File: src/rtl/mmio_timer_pkg.sv
// Shared definitions for the memory-mapped down-counting timer:
// register offsets, CTRL bit positions and the run-state encoding.
package mmio_timer_pkg;

    localparam logic [2:0] OFF_CTRL     = 3'd0;
    localparam logic [2:0] OFF_LOAD     = 3'd1;
    localparam logic [2:0] OFF_COUNT    = 3'd2;
    localparam logic [2:0] OFF_STATUS   = 3'd3;
    localparam logic [2:0] OFF_PRESCALE = 3'd4;

    localparam int CTRL_EN   = 0;
    localparam int CTRL_AUTO = 1;
    localparam int CTRL_IRQ  = 2;

    typedef enum logic [1:0] {
        ST_IDLE = 2'd0,
        ST_RUN  = 2'd1,
        ST_HALT = 2'd2
    } state_e;

endpackage

File: src/rtl/mmio_timer_tick.sv
// Prescaler: counts while enabled and pulses tick when the count equals div,
// wrapping to 0 on that cycle. A larger count wraps through 16'hFFFF first.
module tick_gen (
    input  logic        clk,
    input  logic        reset,
    input  logic        clr,
    input  logic        en,
    input  logic [15:0] div,
    output logic        tick
);

    logic [15:0] cnt_q;
    logic [15:0] cnt_d;

    assign tick = en && (cnt_q == div);

    // Next prescale count.
    always_comb begin
        cnt_d = cnt_q;
        if (clr) begin
            cnt_d = 16'd0;
        end else if (en) begin
            cnt_d = (cnt_q == div) ? 16'd0 : cnt_q + 16'd1;
        end else begin
            cnt_d = cnt_q;
        end
    end

    // Prescale counter register.
    always_ff @(posedge clk or negedge reset) begin
        if (!reset) begin
            cnt_q <= 16'd0;
        end else begin
            cnt_q <= cnt_d;
        end
    end

endmodule

File: src/rtl/mmio_timer.sv
// Memory-mapped down-counting timer with prescaler, one-shot or auto-reload
// operation and a level interrupt. Run state is visible only as CTRL.EN.
module mmio_timer
    import mmio_timer_pkg::*;
#(
    parameter logic [31:0] BASE_ADDR = 32'h0000_1000
) (
    input  logic        clk,
    input  logic        reset,
    input  logic        MemWrite,
    input  logic [31:0] DataAdr,
    input  logic [31:0] WriteData,
    output logic [31:0] ReadData,
    output logic        Hit,
    output logic        Irq
);

    state_e      state_q, state_d;
    logic        auto_q, auto_d;
    logic        irq_en_q, irq_en_d;
    logic [31:0] load_q, load_d;
    logic [31:0] count_q, count_d;
    logic        expired_q, expired_d;
    logic [15:0] prescale_q, prescale_d;

    logic [2:0] off_s;
    logic       wr_s, wr_ctrl_s, wr_load_s, wr_count_s, wr_status_s, wr_pre_s;
    logic       run_s, tick_s, expire_s, run_entry_s, halt_restart_s;
    logic       unused_s;

    assign Hit         = (DataAdr[31:5] == BASE_ADDR[31:5]);
    assign off_s       = DataAdr[4:2];
    assign unused_s    = ^DataAdr[1:0];
    assign wr_s        = MemWrite && Hit;
    assign wr_ctrl_s   = wr_s && (off_s == OFF_CTRL);
    assign wr_load_s   = wr_s && (off_s == OFF_LOAD);
    assign wr_count_s  = wr_s && (off_s == OFF_COUNT);
    assign wr_status_s = wr_s && (off_s == OFF_STATUS);
    assign wr_pre_s    = wr_s && (off_s == OFF_PRESCALE);

    assign run_s          = (state_q == ST_RUN);
    assign run_entry_s    = wr_ctrl_s && WriteData[CTRL_EN] && !run_s;
    assign halt_restart_s = wr_ctrl_s && WriteData[CTRL_EN] && (state_q == ST_HALT);
    assign expire_s       = run_s && tick_s && (count_q == 32'd0);

    tick_gen u_tick (
        .clk   (clk),
        .reset (reset),
        .clr   (run_entry_s),
        .en    (run_s),
        .div   (prescale_q),
        .tick  (tick_s)
    );

    // Next-state for the FSM and all programmer-visible registers.
    always_comb begin
        if (wr_ctrl_s && WriteData[CTRL_EN]) begin
            state_d = ST_RUN;
        end else if (wr_ctrl_s && run_s) begin
            state_d = ST_IDLE;
        end else if (expire_s && !auto_q) begin
            state_d = ST_HALT;
        end else begin
            state_d = state_q;
        end

        auto_d   = wr_ctrl_s ? WriteData[CTRL_AUTO] : auto_q;
        irq_en_d = wr_ctrl_s ? WriteData[CTRL_IRQ] : irq_en_q;
        load_d   = wr_load_s ? WriteData : load_q;
        prescale_d = wr_pre_s ? WriteData[15:0] : prescale_q;

        // A software COUNT write beats any same-cycle decrement or reload.
        if (wr_count_s) begin
            count_d = WriteData;
        end else if (halt_restart_s) begin
            count_d = load_q;
        end else if (run_s && tick_s) begin
            if (count_q != 32'd0) begin
                count_d = count_q - 32'd1;
            end else if (auto_q) begin
                count_d = load_q;
            end else begin
                count_d = 32'd0;
            end
        end else begin
            count_d = count_q;
        end

        if (expire_s) begin
            expired_d = 1'b1;
        end else if (wr_status_s && WriteData[0]) begin
            expired_d = 1'b0;
        end else begin
            expired_d = expired_q;
        end
    end

    // Register state.
    always_ff @(posedge clk or negedge reset) begin
        if (!reset) begin
            state_q    <= ST_IDLE;
            auto_q     <= 1'b0;
            irq_en_q   <= 1'b0;
            load_q     <= 32'd0;
            count_q    <= 32'd0;
            expired_q  <= 1'b0;
            prescale_q <= 16'd0;
        end else begin
            state_q    <= state_d;
            auto_q     <= auto_d;
            irq_en_q   <= irq_en_d;
            load_q     <= load_d;
            count_q    <= count_d;
            expired_q  <= expired_d;
            prescale_q <= prescale_d;
        end
    end

    // Side-effect-free read mux.
    always_comb begin
        ReadData = 32'd0;
        if (Hit) begin
            case (off_s)
                OFF_CTRL:     ReadData = {29'd0, irq_en_q, auto_q, run_s};
                OFF_LOAD:     ReadData = load_q;
                OFF_COUNT:    ReadData = count_q;
                OFF_STATUS:   ReadData = {31'd0, expired_q};
                OFF_PRESCALE: ReadData = {16'd0, prescale_q};
                default:      ReadData = 32'd0;
            endcase
        end else begin
            ReadData = 32'd0;
        end
    end

    assign Irq = expired_q && irq_en_q;

endmodule

File: config.mk
export PLATFORM = sky130hd
export DESIGN_NAME = mmio_timer
export DESIGN_NICKNAME = d
export VERILOG_FILES = /design/src/rtl/mmio_timer_pkg.sv /design/src/rtl/mmio_timer_tick.sv /design/src/rtl/mmio_timer.sv
export SDC_FILE = /design/constraint.sdc
export NUM_CORES = 1
export LEC_CHECK = 0
export CORE_ASPECT_RATIO = 0.5
export CORE_UTILIZATION = 25
export DETAILED_ROUTE_END_ITERATION = 8
export PLACE_DENSITY = 0.52
export SETUP_SLACK_MARGIN = 0.15
export SLEW_MARGIN = 25
export SYNTH_ARGS = -nofsm -noshare
export SYNTH_HDL_FRONTEND = slang
export SYNTH_SLANG_ARGS = --single-unit
File: constraint.sdc
create_clock -name clk -period 3.02 [get_ports clk]
set_input_delay 0.604 -clock clk [delete_from_list [all_inputs] [get_ports clk]]
set_output_delay 0.604 -clock clk [all_outputs]
set_load 0.02 [all_outputs]
After elaboration in Yosys (flattened, before gate mapping)
Cells that the tools add are included.

cells by class
  equality and inequality tests = 8
  add/subtract/negate cells = 2
  reductions and logical operators = 25
  muxes and demuxes = 15

operators by type and width
  cell                                                                   count
  32-bit two-way mux                                                     6
  32-bit one-hot mux with 5 select lines                                 1
  16-bit two-way mux                                                     3
  32-bit logical NOT                                                     1
  32-bit nonzero test                                                    1
  32-bit by 1-bit subtractor with 32-bit output (second input constant)  1
  27-bit by 8-bit == test with 1-bit output (second input constant)      1
  16-bit by 1-bit adder with 16-bit output (second input constant)       1
  16-bit == test                                                         1
  1-bit logical AND                                                      16
  3-bit by 2-bit == test with 1-bit output (second input constant)       2
  2-bit two-way mux                                                      3
  3-bit nonzero test                                                     2
  2-bit nonzero test                                                     2
  3-bit by 1-bit == test with 1-bit output (second input constant)       1
  3-bit == test (second input constant)                                  1
  3-bit logical NOT                                                      1
  2-bit by 1-bit == test with 1-bit output (second input constant)       1
  2-bit == test (second input constant)                                  1
  1-bit logical NOT                                                      2
  1-bit two-way mux                                                      2

storage, ports and cells
  register bits = 101
  logic and storage cells = 58
  input bits = 67
  output and inout port bits = 34

Logic depth before layout (Yosys ltp)
Gate-level depths: netlist of the first run.

  depth after elaboration = 8
  gate-level depth with buffers = 10
  mapped depth without buffers = 8

By module
Synthesis of the first run repeated with hierarchy kept, for this count alone.

second synthesis, totals
  cells, all modules = 711
  area total of the unflattened synthesis = 6423.7 sq um

modules (own cells, without submodules)
  module      instances  area each (sq um)  seq. area each (sq um)  cells each
  mmio_timer  1          5387.7             2127.0                  608
  tick_gen    1          1036.0             400.4                   103

Worst setup path before layout of the first run
No wires, ideal clock.

  kind = input -> output
  start = in DataAdr[17]
  end = out ReadData[21]
  buffers on the path = 2
  arrival = 2.704 ns
  slack = -0.288 ns
  cell stages on the path = 8
  required time = 2.416 ns
  cells stage by stage = nor4_1 -> nand4_1 -> or3_1 -> inv_1 -> nand2_1 -> clkbuf_1 -> clkbuf_1 -> nor2_1

between the ends
  longest elaborated chain between the ends = 2

RTL lines
  element                                    line               RTL
  from (decl)                                mmio_timer.sv:11   input logic [31:0] DataAdr,
  27-bit by 8-bit == test with 1-bit output  mmio_timer.sv:31   assign Hit = (DataAdr[31:5] == BASE_ADDR[31:5]);
  via Hit                                    mmio_timer.sv:14   output logic Hit,
  32-bit two-way mux                         mmio_timer.sv:122  if (Hit) begin
  to (decl)                                  mmio_timer.sv:13   output logic [31:0] ReadData,

The timed path passes the listed nets, and every way through them passes these cells.

Worst setup path in the final report of the first run
  start = in DataAdr[31]
  end = out ReadData[29]

between the ends
  longest elaborated chain between the ends = 2

RTL lines
  element                                    line
  27-bit by 8-bit == test with 1-bit output  mmio_timer.sv:31
  32-bit two-way mux                         mmio_timer.sv:122

Every way passes these cells.

==> results of run 1 <==
## layer usage
| metal | GRT usage [%] | up-vias | part of all wire [%] |
|---|---|---|---|
| met5 | 0 | - | 0 |
| met4 | 4.07 | 0 | 1.6 |
| met3 | 2.87 | 29 | 4.2 |
| met2 | 28.0 | 139 | 46 |
| met1 | 24.9 | 3013 | 48 |
| li1 | - | 2867 | - |
## how the worst max path moves through the flow
stage | startpoint | to | slack, ps
2_1_floorplan | DataAdr[24] | ReadData[21] | 130
3_3_place_gp | DataAdr[6] | ReadData[31] | -620
3_5_place_dp | DataAdr[6] | ReadData[31] | -610
4_1_cts | DataAdr[3] | ReadData[4] | 150
5_1_grt | DataAdr[19] | ReadData[29] | 130
6_report | DataAdr[31] | ReadData[29] | 210
## cell type report
type / count / area (sq um)
Timing Repair Buffer: 172 / 1680
Inverter: 10 / 40.0
Clock inverter: 7 / 48.8
Clock buffer: 9 / 225
Fill cell: 2495 / 15600
Sequential cell: 101 / 2530
Multi-Input combinational cell: 534 / 3950
Tap cell: 336 / 420
## synthesized netlist by cell type (3+ instances only)
cell | count | area (sq um)
mux2_2 | 48 | 541
xnor2_1 | 24 | 210
a21o_1 | 3 | 22.5
nand4_1 | 11 | 68.8
nand3_1 | 11 | 55.1
or3_1 | 5 | 31.3
inv_1 | 10 | 37.5
nor2b_1 | 5 | 31.3
a211oi_1 | 11 | 82.6
nand2b_1 | 4 | 25.0
nor3b_1 | 3 | 22.5
a22oi_1 | 59 | 443
xor2_1 | 20 | 175
buf_2 | 8 | 40.0
clkbuf_1 | 33 | 124
o21ai_0 | 35 | 175
nor3_1 | 23 | 115
a21boi_0 | 6 | 45.0
a21oi_1 | 27 | 135
dfrtp_1 | 101 | 2530
nand2_1 | 44 | 165
nor4_2 | 5 | 62.6
a22o_1 | 7 | 61.3
nor4b_1 | 6 | 52.6
ha_1 | 3 | 37.5
nor2_1 | 68 | 255
and2_1 | 4 | 25.0
nor4_1 | 30 | 188
o22ai_1 | 8 | 50.1
a31oi_1 | 6 | 37.5
or4_1 | 6 | 45.0
and4_1 | 3 | 26.3
and3_1 | 9 | 56.3
o21ai_1 | 18 | 90.1
## cells in the final DEF (no fill, tap or decap), drive strengths merged, types with 6 or more instances in the layout
cell type and n:
a211oi 11, a21boi 6, a21oi 27, a22o 7
a22oi 59, a31oi 6, and3 9, buf 116
clkbuf 14, clkdlybuf4s15 10, clkdlybuf4s50 35, dfrtp 101
inv 13, mux2 48, nand2 46, nand3 11
nand4 11, nor2 68, nor3 23, nor4 37
nor4b 6, o21ai 53, o22ai 8, or3 7
or4 6, xnor2 24, xor2 20
## logic make-up (layout without fill, tap and decap cells)
| kind of cell | Yosys count | count (layout) |
|---|---|---|
| AND/OR/NAND/NOR | 246 | 247 |
| flip-flops | 101 | 101 |
| buffers and inverters | 57 | 198 |
| AO/OA/AOI/OAI | 189 | 189 |
| XOR/XNOR | 44 | 44 |
| adder cells (fa/ha/maj) | 3 | 3 |
| multiplexers | 51 | 51 |
## state kept, by name (all words and copies together), names as in the netlist
name,cells
prescale_q,16
auto_q,1
u_tick.cnt_q,16
state_q,2
expired_q,1
count_q,32
load_q,32
irq_en_q,1
## per-stage QoR
step	hold slack, ps	TNS (ps)	instance area [sq um]	setup slack (ps)	util [%]
finish	229	0	8890	210	36.3
global placement	516	-20230	8430	-615	34.5
detailed placement	521	-20070	8430	-613	34.5
CTS	252	0	8790	153	35.9
floorplan	308	0	6590	127	-
global route	281	0	8890	132	36.3
## power groups by stage
stage	Sequential, mW	Combinational, mW	Clock (mW)
after CTS	1.35	0.217	1.17
after detailed placement	1.38	0.225	0
after floorplan	1.38	0.0412	0
final	1.35	0.225	1.14
after global routing	1.35	0.242	1.21
after global placement	1.38	0.223	0
## what timing repair did
action / in CTS / in global routing
endpoints found under the setup margin: 33 / 37
gates cloned: 2 / 1
resized for setup: 266 / 41
setup buffers: 1 / 0
pin swaps: 17 / 13
==> impl_results.md, run 1 <==
* Initial antenna violation count at 0
* Slew Viols, Final at 0
* Largest net degree at the start of global routing at 42
* Status: completed
* Total grt overflow at 0
* Final cell count without fillers at 1169
* Comb pwr share at roughly 8.3%
* Cell Pwr Density at just over 300 nW/um^2
* Post-synthesis mux area share at a little under a tenth
* Crit path cell chain: buf_8 -> nor4_4 -> nand4_1 -> or3_4 -> inv_4 -> nand2_8 -> buf_12 -> nor2_4 -> buf_6
* Reg2Reg Setup Slack at slightly above 300 ps
* Rel. slew slack at a little under three fifths
* Adder-cell area share of the yosys netlist at less than 1%
* H-tree depth at 3
* Via count at just over 6k
* First-pass DRT Iterations at 6
* Post-Place Cells at ~1.1k
* Detailed placement HPWL at between 15000 and 20000 um
* Synth warnings at 0
* Pint at a little over 2 mW
* NetSw at 695 uW
* Sequential power share at 49.7%
* Die X at 227 um
* Final critical-path share of the clock period at 93.1%
* Compound-Gate Fraction of Synth Area at about a fifth
* Post-synth EDFFs at 0
* Num ports at about 100
* FF+latch count, synth at 101
* Crit end category: output pin
* Final Skew at 13.1 ps
* FF-to-FF Start: count_q[2]
* Crit path depth at 9
* Clock network power share at a little over two fifths
* Root Driver: clkbuf_16
* Crit path kind: primary input to output pin
* Synth Area in Simple Gates at about a fifth
* Final wirelength at 22600 um
* TritonCTS buffer count at 9
* Nets at 898
* RSZ-0062 raised after global routing: true
* RD Place Congestion at 0.875
* Crit path time final at ~2800 ps
* Vias in the first global route at 5989
* Syn nets at roughly 760
* Max_cap viols at 0
* Cell area after synthesis at ~6300 sq um
* Via/cell ratio at slightly above 5
* Clock buffer depth at 2
* Share of layout cells above drive strength 1 at between 30% and 40%
* Die Y at ~110 um
* Starting DRT DRC Count at 469
* Yosys cell types at 55
* First-pass GRT wire length at between 30000 and 40000 um
* Worst-Margin Slew at 659 ps
* Antenna Violating Nets Remaining at 0
* Avg Synthesized Cell Area at ~9 sq um
* Area Overhead vs Synth at 40.1%
* Worst reg-to-reg path cell count at 6
* Cts hold-fix bufs at 0
* VDD IR-drop max at ~0.00027 V
* CP bufs+invs at 4
* FP Rows at 40
* Clk sink count at about 100
* RR Endpoint: count_q[31]
* Worst path arrival time at ~2200 ps
* # setup viols final at 0
* Wirelength per Cell at approximately 19 um
* Final Power at ~2.7 mW
* Hold crit path type: primary input to asynchronous set/reset pin
* Cell family with most CP delay: simple AND/OR/NAND/NOR gates
* Initial core utilization at 25.9%
* Endpoints failing hold at 0
* Critical Path RT at ~2400 ps
* Critical-path maximum fanout at 8
* Async SR Flop Fraction at 100%
* Largest stage delay on the critical path at roughly 430 ps
* Global Route Usage Sum at between 10% and 20%
* CTS tree: built
* Switching Fraction at between 20% and 30%
* Startpoint types: primary input
* Max Fclk at about 360 MHz
* Slowest cell on crit path: or3_4
* Synthesized netlist cell count at just under 700
* Post-Synth XOR/XNOR Area at under 10%
* Port Buf Inserts at slightly below 100
* Diode count at 0
* Reg clk slew, reported paths at about 70 ps
* Core ar. at ~24000 sq um
* Main flop type after synthesis: dfrtp_1
* Main combinational cell family by area after synthesis: simple AND/OR/NAND/NOR gates
* Worst-Skew Late Latency at 370 ps
* Drt drc at 0
* Die area at between 20000 and 30000 sq um
* Seq/Total Area, Yosys at between 30% and 40%
* Leak Pwr at about 3.7 nW
No activity file was read; power rests on OpenSTA's default activity.
==> inputs of run 2 (changes only) <==
Settings changed: CELL_PAD_IN_SITES_DETAIL_PLACEMENT from default to 1, CELL_PAD_IN_SITES_GLOBAL_PLACEMENT from default to 2, CTS_CLUSTER_SIZE from default to 30, PLACE_DENSITY 0.52 to 0.73, REMOVE_ABC_BUFFERS from default to 1.
==> impl_results.md, run 2 (synthesis results as in run 1) <==
* Vias in the first global route at around 6.5k
* Cts hold-fix bufs at 0
* CTS tree: built
* Root Driver: clkbuf_16
* Slowest cell on crit path: or3_4
* Slew Viols, Final at 0
* FP Rows at 40
* Num ports at roughly 100
* Clk sink count at 101
* Uppermost layer routed: met4
* Commonest non-fill, non-tap cell in the layout: dfrtp_1
* Crit path kind: primary input to output pin
* Post-route cell area at between 9000 and 10000 sq um
* Worst-Skew Late Latency at 370 ps
* Hold crit path type: primary input to asynchronous set/reset pin
* RSZ-0062 raised after global routing: true
* Share of layout cells above drive strength 1 at between 30 and 40%
* VDD IR-drop max at around 0.00025 V
* Initial antenna violation count at 0
* Crit path cell chain: buf_6 -> nor4_4 -> nand4_1 -> or3_4 -> inv_4 -> nand2_8 -> buf_8 -> nor2_1 -> buf_4
* Crit end category: output pin
* Status: completed
* Diode count at 0
* Clock buffer depth at 2
* Critical-path maximum fanout at 6
* Reg clk slew, reported paths at roughly 60 ps
* Endpoints failing hold at 0
* Wirelength per Cell at 21.6 um
* Drt drc at 0
* Final core utilization at 37.8%
* Starting DRT DRC Count at roughly 460
* Via/cell ratio at 5.30
* Largest net degree at the start of global routing at 52
* Die area at 26100 sq um
* Post-Place Cells at ~1.2k
* RD Place Congestion at 0.851
* Final Skew at 14.2 ps
* Nets at approximately 920
* Total grt overflow at 0
* Core ar. at 24500 sq um
* Rel. slew slack at between 50% and 60%
* Largest regs: count_q (32), load_q (32)
* Leak Pwr at 3.85 nW
* Antenna Violating Nets Remaining at 0
* Port Buf Inserts at between 90 and 100
* Cell Pwr Density at 292 nW/um^2
* Detailed placement HPWL at around 18000 um
* Final critical-path share of the clock period at 95.6%
* Via count at 6312
* Startpoint types: primary input
* Max_cap viols at 0
* Final wirelength at ~26000 um
* Global Route Usage Sum at roughly a fifth
* First-pass DRT Iterations at 5
* WL met1 at 12400 um
* Die Y at approximately 110 um
* Crit path time final at 2890 ps
* Critical Path RT at between 2000 and 2500 ps
* Placed cell area at slightly above 8000 sq um
* Setup TNS at 0 ps
* TritonCTS buffer count at 9
* Met2 routed WL at roughly 12000 um
* Initial core utilization at 25.9%
* Max Fclk at roughly 350 MHz
* Most frequent cells in the layout: dfrtp_1, buf_4, a22oi_1, mux2_2, nand2_1
* First-pass GRT wire length at 38800 um
* Area Overhead vs Synth at 45.7%
* # setup viols final at 0
* Largest stage delay on the critical path at about 440 ps
* Worst path arrival time at 2280 ps
* Final cell count without fillers at ~1.2k
* H-tree depth at 3
* Worst-Margin Slew at 741 ps
* WL met3 at around 870 um
* Die X at 227 um
-- run 2: cell count changes in the layout (fill, tap and decap cells not counted), moves of 4 or more --
cell / change
clkdlybuf4s15_2: -4
a22oi_1: -6
o21ai_1: +5
clkbuf_2: +6
a22oi_2: +6
a21boi_1: +4
o21ai_0: -5
buf_2: +4
a21boi_0: -4
buf_6: +9
-- run 2: layout make-up --
type / count / area [sq um]
clock inverter: 3 / 22.5
tap: 336 / 420
timing repair buffer: 193 / 1910
fill: 2763 / 15200
multi-input combinational: 536 / 4080
inverter: 10 / 40.0
sequential: 101 / 2530
clock buffer: 12 / 246
-- run 2: path summary, 6_finish.rpt --
check | start | endpoint | slack, ps | depth (start not counted)
setup / recovery | DataAdr[8] | ReadData[13] | 130 | 9
hold / removal | reset | u_tick.cnt_q[14] | 290 | 1
setup reg to reg | count_q[2] | count_q[31] | 400 | 6
hold reg to reg | load_q[19] | load_q[19] | 540 | 1
max in group asynchronous | reset | load_q[19] | 2030 | 2
min in group clk | load_q[19] | load_q[19] | 540 | 1
-- run 2: per-layer routing --
metal,vias to the layer above,global-route usage [%]
met5,-,0
met2,107,31.9
met1,3267,27.6
met4,0,4.43
met3,28,3.18
li1,2910,-
-- run 2: power breakdown --
part	total, mW	internal, mW	leakage (nW)	switching (mW)
combinational	0.226	0.108	2.40	0.119
sequential	1.35	1.35	1.34	0.0000000574
clock	1.13	0.579	0.121	0.546
-- run 2: what timing repair did --
item | 4_1_cts | 5_1_grt
setup endpoints to repair | 50 | 74
setup buffers | 9 | 3
gates cloned | 4 | 5
resized for setup | 268 | 131
pin swaps | 15 | 37
-- run 2: stage by stage --
| step | hold slack [ps] | total power, mW | worst slack (ps) |
|---|---|---|---|
| after global placement | 510 | 1.60 | -717 |
| final | 293 | 2.70 | 134 |
| after CTS | 319 | 2.72 | 150 |
| after floorplan | 308 | 1.41 | -340 |
| after global routing | 344 | 2.77 | 42.3 |
| after detailed placement | 524 | 1.60 | -771 |
-- run 2: worst max-delay path: cells and delay by family --
family                 cells  cell delay, ps
buffers and inverters      4             530
AND/OR/NAND/NOR            5            1120
==> inputs of run 3 (changes only) <==
Settings changed: CORE_ASPECT_RATIO 0.5 to 0.8, GPL_TIMING_DRIVEN from default to 0.
==> impl_results.md, run 3 (synthesis results as in run 1) <==
* Clk sink count at 101
* Largest regs: count_q (32), load_q (32)
* First-pass GRT wire length at 37200 um
* Crit path kind: primary input to register
* Reg clk slew, reported paths at approximately 70 ps
* Setup crit start: DataAdr[9]
* Nets at 858
* RD Place Congestion at between 0.7 and 0.8
* Worst-Margin Slew at 885 ps
* Register area at 2530 sq um
* Reg2Reg Setup Slack at roughly 190 ps
* Wirelength per Cell at approximately 22 um
* Area of the multi-input gates at 4140 sq um
* RSZ-0062 raised after global routing: true
* VDD IR-drop max at approximately 0.00026 V
* Worst path arrival time at a little over 3000 ps
* Startpoint types: primary input
* Hold crit path type: primary input to asynchronous set/reset pin
* Via/cell ratio at 5.35
* Capture point of the critical path: count_q[5]
* Fill count at 2769
* FF-to-FF Start: count_q[22]
* Max_cap viols at 0
* Critical-path maximum fanout at 11
* Die Y at about 140 um
* Share of layout cells above drive strength 1 at 28.5%
* Initial antenna violation count at 0
* Diode count at 0
* Max Fclk at 352 MHz
* Setup ws final at approximately 180 ps
* Num ports at between 100 and 150
* CTS tree: built
* Vias in the first global route at 6071
* Via count at between 5k and 6k
* Antenna Violating Nets Remaining at 0
* FP Rows at 51
* Die area at approximately 26000 sq um
* Final core utilization at 35.0%
* Post-Place Worst Slack at -1620 ps
* First-pass DRT Iterations at 5
* Initial core utilization at 25.8%
* Status: completed
* Global Route Usage Sum at 18.8%
* Clock buffer depth at 2
* Worst reg-to-reg path cell count at 7
* Area Overhead vs Synth at 35.6%
* Final critical-path share of the clock period at 94.0%
* H-tree depth at 3
* Port Buf Inserts at 98
* Detailed placement HPWL at roughly 16000 um
* TritonCTS buffer count at 9
* Leak Pwr at around 3.5 nW
* Die X at around 180 um
* Root Driver: clkbuf_16
* Worst-Skew Late Latency at approximately 360 ps
* Critical Path RT at about 3300 ps
* Slew Viols, Final at 0
* Final wirelength at 23900 um
* Commonest non-fill, non-tap cell in the layout: dfrtp_1
* RR Endpoint: count_q[31]
* # setup viols final at 0
* Total grt overflow at 0
* Largest net degree at the start of global routing at 55
* Endpoints failing hold at 0
* Crit end category: register
* Drt drc at 0
* Core ar. at 24600 sq um
* Rel. slew slack at between 40 and 50%
* Cell Pwr Density at about 320 nW/um^2
* Starting DRT DRC Count at between 300 and 400
* Cts hold-fix bufs at 0
* Final Skew at ~9.1 ps
* Crit path time final at approximately 2800 ps
* Most frequent cells in the layout: dfrtp_1, a22oi_1, mux2_2, nand2_1, nor2_1
## run 3: cell types whose count changed in the layout (fill, tap and decap cells not counted), moves of 6 or more
cell / before / now
a22oi_1: 51 / 59
a21oi_2: 10 / 1
buf_4: 73 / 32
buf_2: 8 / 14
buf_12: 14 / 3
a21oi_1: 17 / 26
a22oi_2: 8 / 0
## run 3: cell type report
cell class,instances,area share [%]
multi-input combinational,536,48.1
sequential,101,29.4
inverter,10,0.480
timing repair buffer,130,14.0
tap,318,4.62
clock buffer,14,3.07
clock inverter,1,0.349
## run 3: what timing repair did
action / in CTS / in global routing
resized for setup: 326 / 61
cloned: 3 / 0
setup buffers: 16 / 4
setup endpoints to repair: 132 / 65
pin swaps: 28 / 18
endpoints found under the hold margin: 0 / 0
## run 3: how the worst min path moves through the flow
stage          startpoint  slack [ps]  cells after the start           to
2_1_floorplan       reset         310                      0       auto_q
3_3_place_gp   load_q[11]         510                      2   load_q[11]
3_5_place_dp   load_q[11]         500                      2   load_q[11]
4_1_cts             reset         210                      1  count_q[22]
5_1_grt             reset         220                      1  count_q[28]
6_report            reset         200                      1  count_q[22]
## run 3: layer usage
metal	up-vias	wire length [um]	track usage (%)
met2	119	10500	28.1
met3	17	1070	4.38
li1	2782	-	-
met1	3018	12100	27.4
met5	-	0	0
met4	0	243	3.55
## run 3: metrics by stage
stage / total power [mW] / hold slack (ps) / TNS, ps / std cells / instance area [sq um]
3_5_place_dp: 1.57 / 504 / -118690 / 1072 / 7730
6_report: 2.77 / 198 / 0 / 1110 / 8610
4_1_cts: 2.79 / 209 / 0 / 1106 / 8380
5_1_grt: 2.87 / 222 / 0 / 1110 / 8610
2_1_floorplan: 1.41 / 308 / -20340 / 644 / 6130
3_3_place_gp: 1.57 / 505 / -623140 / 1060 / 7510
## run 3: critical path, cell delays in order
cell,delay (ps)
dlygate4sd2_1,250
nor4_2,170
nand2_2,80
buf_4,140
buf_4,120
buf_4,120
buf_4,180
or4_1,860
o21ai_2,240
buf_6,210
o21ai_1,90
## run 3: power breakdown
part	switching, mW	internal, mW
Clock	0.521	0.686
Sequential	0.0000000552	1.35
Combinational	0.122	0.0891
